$ cat src/rtl/pc_unit.sv
// Program counter, NZVC flags and return-address stack feeding the decode ROM.
// Every output is a flop; the next state is built in one combinational block.
module pc_unit #(
   parameter int PC_WIDTH    = 8,
   parameter int STACK_DEPTH = 4
) (
   input  logic                clock,
   input  logic                reset_n,
   input  logic                stall,
   input  logic                jump,
   input  logic [2:0]          jcond,
   input  logic [PC_WIDTH-1:0] jaddr,
   input  logic                call,
   input  logic                ret,
   input  logic                flag_we,
   input  logic [3:0]          alu_flags,
   output logic [PC_WIDTH-1:0] PC,
   output logic [3:0]          NZVC,
   output logic                taken,
   output logic                stack_err
);

   localparam int PTR_W = (STACK_DEPTH > 1) ? $clog2(STACK_DEPTH) : 1;
   localparam int CNT_W = PTR_W + 1;

   localparam logic [CNT_W-1:0]    CNT_ONE  = CNT_W'(1);
   localparam logic [CNT_W-1:0]    CNT_FULL = CNT_W'(STACK_DEPTH);
   localparam logic [PTR_W-1:0]    PTR_ONE  = PTR_W'(1);
   localparam logic [PC_WIDTH-1:0] PC_ONE   = PC_WIDTH'(1);

   typedef enum logic [2:0] {
      JC_ALWAYS = 3'd0,
      JC_Z      = 3'd1,
      JC_NZ     = 3'd2,
      JC_C      = 3'd3,
      JC_NC     = 3'd4,
      JC_N      = 3'd5,
      JC_V      = 3'd6,
      JC_NEVER  = 3'd7
   } jcond_e;

   logic [PC_WIDTH-1:0] pc_q, pc_d;
   logic [3:0]          nzvc_q, nzvc_d;
   logic                taken_q, taken_d;
   logic                err_q, err_d;
   logic [CNT_W-1:0]    cnt_q, cnt_d;
   logic [PC_WIDTH-1:0] stack_q [STACK_DEPTH];

   logic [PC_WIDTH-1:0] pc_inc;
   logic [PTR_W-1:0]    wr_idx;
   logic [PTR_W-1:0]    top_idx;
   logic                stack_empty;
   logic                stack_full;
   logic                cond_true;
   logic                push_en;

   assign pc_inc      = pc_q + PC_ONE;
   assign stack_empty = (cnt_q == '0);
   assign stack_full  = (cnt_q == CNT_FULL);
   // When full the low pointer bits wrap to 0, so top_idx still lands on the last slot.
   assign wr_idx      = cnt_q[PTR_W-1:0];
   assign top_idx     = cnt_q[PTR_W-1:0] - PTR_ONE;

   // Conditions look only at the registered flags, never at same-cycle alu_flags.
   always_comb begin
      cond_true = 1'b0;
      unique case (jcond_e'(jcond))
         JC_ALWAYS: cond_true = 1'b1;
         JC_Z:      cond_true = nzvc_q[2];
         JC_NZ:     cond_true = ~nzvc_q[2];
         JC_C:      cond_true = nzvc_q[0];
         JC_NC:     cond_true = ~nzvc_q[0];
         JC_N:      cond_true = nzvc_q[3];
         JC_V:      cond_true = nzvc_q[1];
         JC_NEVER:  cond_true = 1'b0;
         default:   cond_true = 1'b0;
      endcase
   end

   always_comb begin
      pc_d    = pc_q;
      taken_d = 1'b0;
      err_d   = err_q;
      cnt_d   = cnt_q;
      push_en = 1'b0;
      nzvc_d  = flag_we ? alu_flags : nzvc_q;

      if (!stall) begin
         if (ret) begin
            if (!stack_empty) begin
               pc_d    = stack_q[top_idx];
               cnt_d   = cnt_q - CNT_ONE;
               taken_d = 1'b1;
            end else begin
               pc_d  = pc_inc;
               err_d = 1'b1;
            end
         end else if (call) begin
            if (!stack_full) begin
               push_en = 1'b1;
               pc_d    = jaddr;
               cnt_d   = cnt_q + CNT_ONE;
               taken_d = 1'b1;
            end else begin
               pc_d  = pc_inc;
               err_d = 1'b1;
            end
         end else if (jump && cond_true) begin
            pc_d    = jaddr;
            taken_d = 1'b1;
         end else begin
            pc_d = pc_inc;
         end
      end
   end

   always_ff @(posedge clock or negedge reset_n) begin
      if (!reset_n) begin
         pc_q    <= '0;
         nzvc_q  <= '0;
         taken_q <= 1'b0;
         err_q   <= 1'b0;
         cnt_q   <= '0;
      end else begin
         pc_q    <= pc_d;
         nzvc_q  <= nzvc_d;
         taken_q <= taken_d;
         err_q   <= err_d;
         cnt_q   <= cnt_d;
      end
   end

   // Stack storage needs no reset: the count alone defines which entries are live.
   always_ff @(posedge clock) begin
      if (push_en) begin
         stack_q[wr_idx] <= pc_inc;
      end
   end

   assign PC        = pc_q;
   assign NZVC      = nzvc_q;
   assign taken     = taken_q;
   assign stack_err = err_q;

endmodule
$ cat config.mk
export PLATFORM = sky130hd
export DESIGN_NAME = pc_unit
export DESIGN_NICKNAME = d
export VERILOG_FILES = /design/src/rtl/pc_unit.sv
export SDC_FILE = /design/constraint.sdc
export NUM_CORES = 1
export LEC_CHECK = 0
export BUFFER_PORTS_ARGS = -buffer_cell sky130_fd_sc_hd__clkbuf_2
export CORE_MARGIN = 2
export CORE_UTILIZATION = 50
export DETAILED_ROUTE_END_ITERATION = 7
export PLACE_DENSITY = 0.75
export SYNTH_ARGS = -nofsm -noshare
export SYNTH_HDL_FRONTEND = slang
export SYNTH_SLANG_ARGS = --single-unit
$ cat constraint.sdc
create_clock -name clock -period 2.7 [get_ports clock]
set_input_delay 0.405 -clock clock [delete_from_list [all_inputs] [get_ports clock]]
set_output_delay 0.405 -clock clock [all_outputs]
set_load 0.02 [all_outputs]
==> metrics.txt, run 1 <==
crit path DAT=2390 ps; Crit. Startpoint=cnt_q[1]$_DFFE_PN0P_; CTS clk-pin slew, worst paths=90 ps; number of cells on the critical path=6; Placer Congestion=0.783; n_diodes=0; drt wl/cell=18.7 um; slew margin rel.=0.608; Syn Std Cell Area=2510 um^2; CTS Sinks=49; synthesized instance count=183; critical-path maximum fanout=8; pwr/cell area=987 nW/um^2; largest family of logic cells by synthesized area=compound AO/OA/AOI/OAI gates; Worst setup SP type=flop; HP Class=in2async; Yosys top cell area share=0.383; Reg-to-Reg Start=cnt_q[1]$_DFFE_PN0P_; setup slack, reg-to-reg=480 ps; vias in the first global route=1576; Critical Path End=PC[1]$_DFFE_PN0N_; CTS tree=built; area leader, netlist=edfxtp_1; # hold bufs at CTS=0; total CTS buffers=5; area share of fa/ha/maj cells after synthesis=0.0329; Overflow after GRT=0; RSZ-0062 raised after global routing=no; asr flop ratio synth=0.347; final net count=248; setup TNS=0 ps; largest net degree at the start of global routing=18; Sequential Power Share=0.412; DRC=0; initial antenna violation count=0; CP max stage delay=570 ps; DRT antenna net count=0; top post-synthesis cells by area=edfxtp_1 (38%), dfrtp_1 (17%), mux4_2 (7.2%), ha_1 (2.5%), xnor2_1 (2.4%); Int Pwr=1.78 mW; CP top delay family=compound AO/OA/AOI/OAI gates; Vias=1649; worst-path cell chain=inv_1 > ha_1 > mux4_2 > a221oi_1 > o311a_1 > a222oi_1; number of buffers and inverters on the critical path=1; postcts setup bufs=0; clk root buf=clkbuf_8; Post-Synth XOR/XNOR Area=0.0349; Core Region=4790 um^2; FF-to-FF path depth=6; Synth-to-Final Area Change=13.0%; leakage power=1.10 nW; status=completed; worst vdd ir=623 uV; Critical Path RT=2870 ps; Synth Area in Compound Gates=0.131; logic gate share of total power=0.403; Site Rows=25; I/O pin cnt=36; Final setup viols=0; Die Span X=74.8 um; final slew viol count=0; # H-tree levels=2; Sw Ratio=0.365; synth unique cells=48; post-synthesis net count=211; final worst slack=482 ps; Vias/cell=5.73; YS warnings=0; drt first pass iters=4; Crit Path Class=reg2reg; crit end category=flop; Post-Route WL=5.39 mm; All-Layer GR Usage=0.211; # fillers=380; first-pass GRT wire length=8.38 mm; dpl hpwl=3.83 mm; synth cell count leaders=edfxtp_1 (32), dfrtp_1 (17), inv_1 (10), nand2_1 (9); fin crit share=0.822; crit path max-delay cell type=ha_1; Tmin final=2220 ps; #FFs+latches synth=49; number of port buffers=35; top-count cell post-synth=edfxtp_1; worst slew pin tran=584 ps; effective utilization at floorplan=0.524; Resized Gates After CTS=0; Simple-Gate Fraction of Synth Area=0.103; Post-synth EDFFs=32; Die Area=5600 um^2; r2r endpoint=PC[1]$_DFFE_PN0N_; DP Worst Slack=476 ps; Max-Cap Viols=0; register area share after synthesis=0.553; NetSw=1.02 mW; Die Y=74.8 um; Clock Path Buffers=2; endpoints failing hold=0; ys flop type=edfxtp_1; Worst-Skew Late Latency=310 ps; Fmax achieved=451 MHz; clk_skew=5.38 ps; Initial DRC Count=260; syn_area_per_cell=13.7 um^2; fraction of layout cells with a size suffix above 1=0.290; multiplexer share of the synthesized area=0.106; Clk pwr share=0.186
[how the worst min path moves through the flow]
stage            start                     to  cells past startpoint
2_1_floorplan  reset_n    NZVC[0]$_DFFE_PN0P_                      0
3_3_place_gp   reset_n   cnt_q[0]$_DFFE_PN0P_                      1
3_5_place_dp   reset_n   cnt_q[0]$_DFFE_PN0P_                      1
4_1_cts        reset_n      PC[6]$_DFFE_PN0N_                      1
5_1_grt        reset_n  stack_err$_DFFE_PN0P_                      1
6_report       reset_n      PC[6]$_DFFE_PN0N_                      1
[power groups by stage]
| stage | logic, mW | registers (mW) | clock network (mW) |
|---|---|---|---|
| 6_report | 1.13 | 1.15 | 0.519 |
| 5_1_grt | 1.23 | 1.18 | 0.546 |
| 2_1_floorplan | 0.760 | 1.21 | 0 |
| 3_5_place_dp | 1.13 | 1.17 | 0 |
| 4_1_cts | 1.13 | 1.15 | 0.517 |
| 3_3_place_gp | 1.10 | 1.17 | 0 |
[metal layers]
metal	vias up	track usage	part of all wire
li1	777	-	-
met1	798	0.311	0.44
met2	65	0.316	0.47
met3	9	0.0495	0.074
met4	0	0.0635	0.016
met5	-	0	0
[state kept, by name (all words and copies together), names as in the netlist]
name,count
taken,1
cnt_q,3
stack_q,32
PC,8
stack_err,1
NZVC,4
[layout by cell type (no fill, tap or decap), drive strengths merged, types with 5 or more instances in the layout]
cell type / netlist / layout
nand2: 9 / 9
xnor2: 7 / 7
dfrtp: 17 / 17
ha: 5 / 5
nand3: 8 / 8
clkbuf: 4 / 41
nor2: 8 / 8
edfxtp: 32 / 32
and2: 6 / 6
o21ai: 6 / 6
mux4: 8 / 8
mux2: 5 / 5
a21oi: 5 / 5
a221oi: 6 / 6
inv: 10 / 10
[stage by stage]
stage                     cells  cell area [um^2]   util  hold slack [ps]  power, mW
after detailed placement    280              2730  0.570              382       2.30
final                       288              2830  0.592             37.6       2.80
after global routing        288              2830  0.592             70.0       2.95
after floorplan             183              2510      -              109       1.97
after CTS                   288              2830  0.592             50.0       2.80
after global placement      280              2730  0.570              381       2.27
[logic make-up after synthesis]
kind of cell	count (synthesis)
buffers and inverters	18
AO/OA/AOI/OAI	37
adder cells (fa/ha/maj)	6
multiplexers	16
AND/OR/NAND/NOR	47
flip-flops	49
XOR/XNOR	10
[area by class of cell]
| cell class | count | area (um^2) | share of cell area |
|---|---|---|---|
| clock buffers | 6 | 72.6 | 0.0256 |
| clock inverters | 2 | 33.8 | 0.0119 |
| inverters | 10 | 37.5 | 0.0132 |
| multi-input cells | 116 | 1020 | 0.361 |
| flip-flops and latches | 49 | 1390 | 0.489 |
| well taps | 67 | 83.8 | 0.0296 |
| repair buffers | 38 | 198 | 0.0698 |
No activity file was read; power rests on OpenSTA's default activity.
==> inputs of run 2 (changes only) <==
--- a/config.mk
+++ b/config.mk
@@ -5,11 +5,12 @@
 export SDC_FILE = /design/constraint.sdc
 export NUM_CORES = 1
 export LEC_CHECK = 0
+export ABC_AREA = 1
 export BUFFER_PORTS_ARGS = -buffer_cell sky130_fd_sc_hd__clkbuf_2
 export CORE_MARGIN = 2
 export CORE_UTILIZATION = 50
 export DETAILED_ROUTE_END_ITERATION = 7
-export PLACE_DENSITY = 0.75
+export PLACE_DENSITY = 0.78
 export SYNTH_ARGS = -nofsm -noshare
 export SYNTH_HDL_FRONTEND = slang
 export SYNTH_SLANG_ARGS = --single-unit
==> constraint.sdc (replaced) <==
create_clock -name clock -period 2 [get_ports clock]
set_input_delay 0.3 -clock clock [delete_from_list [all_inputs] [get_ports clock]]
set_output_delay 0.3 -clock clock [all_outputs]
set_load 0.02 [all_outputs]
==> run 2 against run 1 <==
Compared with the run above: via count grew 24%; flip-flop and latch count is the same; cell area grew 5.2%; non-clock buffer count grew 6; critical path depth grew 3; sequential share of layout area shrank 2.4 points; area after synthesis grew 3.3%; register-to-register slack lost 280 ps; die area grew 3.1%; critical path type unchanged; critical endpoint is now PC[6]$_DFFE_PN0N_; largest power group is now combinational logic; highest routed layer unchanged.
==> metrics.txt, run 2 <==
final slew viol count=0; Core Region=5040 um^2; setup TNS=0 ps; drt first pass iters=4; ys flop type=edfxtp_1; drt wl/cell=14.8 um; HP Class=in2reg; CTS tree=built; setup slack, reg-to-reg=200 ps; CP max stage delay=420 ps; RSZ-0062 raised after global routing=no; Initial DRC Count=180; post-synthesis net count=306; clk_skew=8.13 ps; DRT antenna net count=0; synthesized instance count=278; All-Layer GR Usage=0.218; post-layout util=0.591; Max-Cap Viols=0; top post-synthesis cells by area=edfxtp_1 (37%), dfrtp_1 (16%), nand2_1 (9.7%), nand3_1 (6.4%), inv_1 (4.1%); Tmin final=1800 ps; most common cell after layout, fill and taps aside=nand2_1; endpoints failing hold=0; register area share after synthesis=0.535; Clock Path Buffers=2; # fillers=450; I/O pin cnt=36; Worst-Skew Late Latency=300 ps; worst slew pin tran=471 ps; Worst Hold Launch=alu_flags[2]; dpl hpwl=4.34 mm; crit end category=flop; syn_area_per_cell=9.32 um^2; YS warnings=0; postcts setup bufs=0; CTS clk-pin slew, worst paths=90 ps; Reg-to-Reg Start=cnt_q[1]$_DFFE_PN0P_; critical-path maximum fanout=6; clk root buf=clkbuf_8; Final setup viols=0; initial antenna violation count=0; Vias=2050; worst-path cell chain=inv_1 > ha_1 > nand2_2 > nand3_1 > nand2_1 > a31oi_1 > o21ai_1 > a21oi_1 > nor2_1; crit path max-delay cell type=dfrtp_1; area leader, netlist=edfxtp_1; asr flop ratio synth=0.347; fin crit share=0.899; # H-tree levels=2; Fmax achieved=556 MHz; Overflow after GRT=0; Worst setup SP type=flop; CTS Sinks=49; #FFs+latches synth=49; hold endpoint=NZVC[2]$_DFFE_PN0P_; Post-synth EDFFs=32; Largest register FFs=32; worst vdd ir=796 uV; pwr/cell area=1430 nW/um^2; leakage power=1.35 nW; Tot Pwr=4.25 mW; most frequent cells in the layout=nand2_1 (67), clkbuf_2 (35), nand3_1 (33); Fin Hold WS=193 ps; slew margin rel.=0.686; vias in the first global route=2087; first-pass GRT wire length=9.93 mm; Yosys top cell area share=0.371; status=completed; number of port buffers=35; Vias/cell=5.20; Die Span X=76.0 um; Syn Std Cell Area=2590 um^2; Post-Route WL=5.81 mm; Placer Congestion=0.826; synth unique cells=32; effective utilization at floorplan=0.514; hold path depth=3; crit path DAT=2000 ps; fraction of layout cells with a size suffix above 1=0.253; Synth-to-Final Area Change=15.1%; synth cell count leaders=nand2_1 (67), nand3_1 (33), edfxtp_1 (32), inv_1 (28), nor2_1 (22); Die Area=5770 um^2; post-place instance area=2860 um^2; FF-to-FF path depth=9; top-count cell post-synth=nand2_1; fin area=2980 um^2; Die Y=76.0 um; Site Rows=26; r2r endpoint=PC[6]$_DFFE_PN0N_; Critical Path RT=2200 ps; DRC=0; largest net degree at the start of global routing=20; n_diodes=0; total CTS buffers=5; Crit Path Class=reg2reg; Largest Register=stack_q; final net count=351
[run 2: changes by cell type after synthesis, sizes merged, moves of 7 or more]
cell	previous run	this run
mux4	8	0
nand3	8	35
inv	10	36
nor2	8	26
xnor2	7	0
nand2	9	74
o21ai	6	13
[run 2: how the worst max path moves through the flow]
stage / startpoint / end / slack [ps] / cells past startpoint
3_3_place_gp: cnt_q[1]$_DFFE_PN0P_ / stack_q[2][7]$_DFFE_PP_ / 370 / 6
3_5_place_dp: cnt_q[1]$_DFFE_PN0P_ / PC[6]$_DFFE_PN0N_ / 270 / 9
2_1_floorplan: cnt_q[0]$_DFFE_PN0P_ / stack_q[1][0]$_DFFE_PP_ / 10 / 7
4_1_cts: cnt_q[1]$_DFFE_PN0P_ / stack_q[3][5]$_DFFE_PP_ / 210 / 6
5_1_grt: cnt_q[1]$_DFFE_PN0P_ / PC[6]$_DFFE_PN0N_ / 70 / 9
6_report: cnt_q[1]$_DFFE_PN0P_ / PC[6]$_DFFE_PN0N_ / 200 / 9
[run 2: per-stage QoR]
stage	std cells	worst slack (ps)
CTS	394	211
finish	394	202
global placement	385	366
detailed placement	385	271
floorplan	278	13.1
global route	394	67.8
[run 2: critical path: cells and delay by family, from the launching register on]
family	cells	cell delay, ps
fa+ha+maj	1	370
flops	1	420
buf+inv	1	130
simple gates	4	360
compound gates	3	400
[run 2: routing by layer]
metal | vias up | share of wire | GRT usage
met4 | 0 | 0.022 | 0.0927
li1 | 1011 | - | -
met5 | - | 0 | 0
met1 | 965 | 0.44 | 0.282
met2 | 62 | 0.49 | 0.362
met3 | 12 | 0.051 | 0.0415
[run 2: cells by family (layout without fill, tap and decap cells)]
group,after synthesis,in the layout,synth area share
AO/OA/AOI/OAI,32,32,0.0874
XOR/XNOR,6,6,0.0203
adder cells (fa/ha/maj),6,6,0.0319
buffers and inverters,44,90,0.0758
flip-flops,49,49,0.535
multiplexers,2,2,0.00870
AND/OR/NAND/NOR,139,139,0.241
[run 2: cell type report]
cell class,instances,area (um^2),area share
Clock buffer,5,68.8,0.0231
Clock inverter,3,41.3,0.0138
Inverter,38,145,0.0487
Multi-Input combinational cell,185,1010,0.338
Sequential cell,49,1390,0.465
Tap cell,70,87.6,0.0294
Timing Repair Buffer,44,245,0.0822
[run 2: timing repair]
item                                   CTS  global route
resized for setup                        0             0
hold buffers                             1             0
endpoints found under the hold margin   17             0
[run 2: power breakdown]
group / switching [mW] / internal, mW / total, mW / leakage (nW)
Combinational: 1.31 / 0.634 / 1.94 / 0.816
Clock: 0.334 / 0.368 / 0.702 / 0.0518
Sequential: 0.197 / 1.41 / 1.61 / 0.485
==> inputs of run 3 (changes only) <==
--- a/config.mk
+++ b/config.mk
@@ -5,7 +5,6 @@
 export SDC_FILE = /design/constraint.sdc
 export NUM_CORES = 1
 export LEC_CHECK = 0
-export ABC_AREA = 1
 export BUFFER_PORTS_ARGS = -buffer_cell sky130_fd_sc_hd__clkbuf_2
 export CORE_MARGIN = 2
 export CORE_UTILIZATION = 50
==> run 3 against run 2 <==
Compared with the run above: via count down 10%; clock skew down 1.5 ps; non-clock buffer count is 17 higher; hold slack improved by 33 ps; fmax down 7.8%; wire length up 4.0%; highest routed layer unchanged.
==> metrics.txt, run 3 (synthesis results as in run 1) <==
CTS Sinks=49; Max-Cap Viols=0; Overflow after GRT=0; Initial DRC Count=196; worst slew pin tran=557 ps; drt first pass iters=4; Critical Path RT=2230 ps; clk_skew=6.64 ps; setup slack, reg-to-reg=50 ps; Fin Hold WS=227 ps; most common cell after layout, fill and taps aside=clkbuf_2; pwr/cell area=1340 nW/um^2; most frequent cells in the layout=clkbuf_2 (35), edfxtp_1 (32), buf_4 (24); fraction of layout cells with a size suffix above 1=0.385; DP Worst Slack=-6.92 ps; dpl hpwl=4.39 mm; I/O pin cnt=36; hold path depth=2; worst vdd ir=685 uV; Die Span X=74.8 um; # fillers=348; status=completed; clk root buf=clkbuf_8; DRC=0; crit path DAT=2180 ps; drt wl/cell=19.4 um; Placer Congestion=0.830; endpoints failing hold=0; Largest Register=stack_q; setup TNS=0 ps; Largest register FFs=32; final slew viol count=0; first-pass GRT wire length=9.48 mm; slew margin rel.=0.625; effective utilization at floorplan=0.524; number of port buffers=35; Worst setup SP type=flop; FF-to-FF path depth=7; Tmin final=1950 ps; Die Area=5600 um^2; HP Class=in2reg; All-Layer GR Usage=0.238; Die Y=74.8 um; Fmax achieved=513 MHz; Vias/cell=5.91; Worst Hold Launch=alu_flags[1]; CTS clk-pin slew, worst paths=90 ps; Site Rows=25; Clock Path Buffers=2; crit end category=flop; vias in the first global route=1875; n_diodes=0; Reg-to-Reg Start=cnt_q[1]$_DFFE_PN0P_; critical-path maximum fanout=5; Worst-Skew Late Latency=300 ps; CTS tree=built; initial antenna violation count=0; largest net degree at the start of global routing=18; fin crit share=0.975; Core Region=4790 um^2; post-layout util=0.641; # H-tree levels=2; Post-Route WL=6.05 mm; final net count=271; r2r endpoint=PC[7]$_DFFE_PN0N_; Final setup viols=0; hold endpoint=NZVC[1]$_DFFE_PN0P_; DRT antenna net count=0; total CTS buffers=5; leakage power=1.22 nW; Crit Path Class=reg2reg; Vias=1837; Synth-to-Final Area Change=22.4%; final worst slack=50.3 ps
[run 3: per-layer routing]
metal	track usage	wire, um
met3	0.0482	422
met1	0.321	2550
met2	0.377	2920
met4	0.105	149
met5	0	0
[run 3: layout make-up]
class,instances,area [um^2],area share
clock buffer,6,72.6,0.0237
clock inverter,2,33.8,0.0110
inverter,10,40.0,0.0131
multi-input combinational,116,1070,0.350
sequential,49,1390,0.452
tap,67,83.8,0.0273
timing repair buffer,61,377,0.123
[run 3: repair_timing]
item | CTS | global route
endpoints found under the hold margin | 17 | 0
setup buffers | 0 | 1
endpoints found under the setup margin | 4 | 7
hold buffers | 1 | 0
pin swaps | 0 | 1
gates resized for setup | 1 | 8
[run 3: how the worst max path moves through the flow]
stage | start | end | cells past startpoint
floorplan | cnt_q[0]$_DFFE_PN0P_ | PC[0]$_DFFE_PN0N_ | 8
global placement | cnt_q[1]$_DFFE_PN0P_ | PC[0]$_DFFE_PN0N_ | 6
detailed placement | cnt_q[1]$_DFFE_PN0P_ | PC[0]$_DFFE_PN0N_ | 6
CTS | cnt_q[1]$_DFFE_PN0P_ | PC[0]$_DFFE_PN0N_ | 6
global route | cnt_q[1]$_DFFE_PN0P_ | PC[7]$_DFFE_PN0N_ | 7
finish | cnt_q[1]$_DFFE_PN0P_ | PC[7]$_DFFE_PN0N_ | 7
[run 3: metrics by stage]
step / cell area, um^2 / std cells / power [mW]
CTS: 3020 / 310 / 3.99
detailed placement: 2900 / 301 / 3.29
finish: 3070 / 311 / 4.11
global route: 3070 / 311 / 4.32
floorplan: 2530 / 183 / 2.73
global placement: 2900 / 301 / 3.24
[run 3: report_power, final]
part | switching [mW] | internal, mW | total, mW
registers | 0.155 | 1.38 | 1.54
logic | 1.01 | 0.871 | 1.88
clock network | 0.318 | 0.369 | 0.687
total | 1.49 | 2.62 | 4.11
[run 3: worst max-delay path, cell delays in order (launching register included)]
cell and delay [ps]:
dfrtp_1 420, inv_1 110, ha_4 180, and2_2 240, a21oi_1 280, o311a_1 360
a221oi_1 130, a2bb2oi_1 150
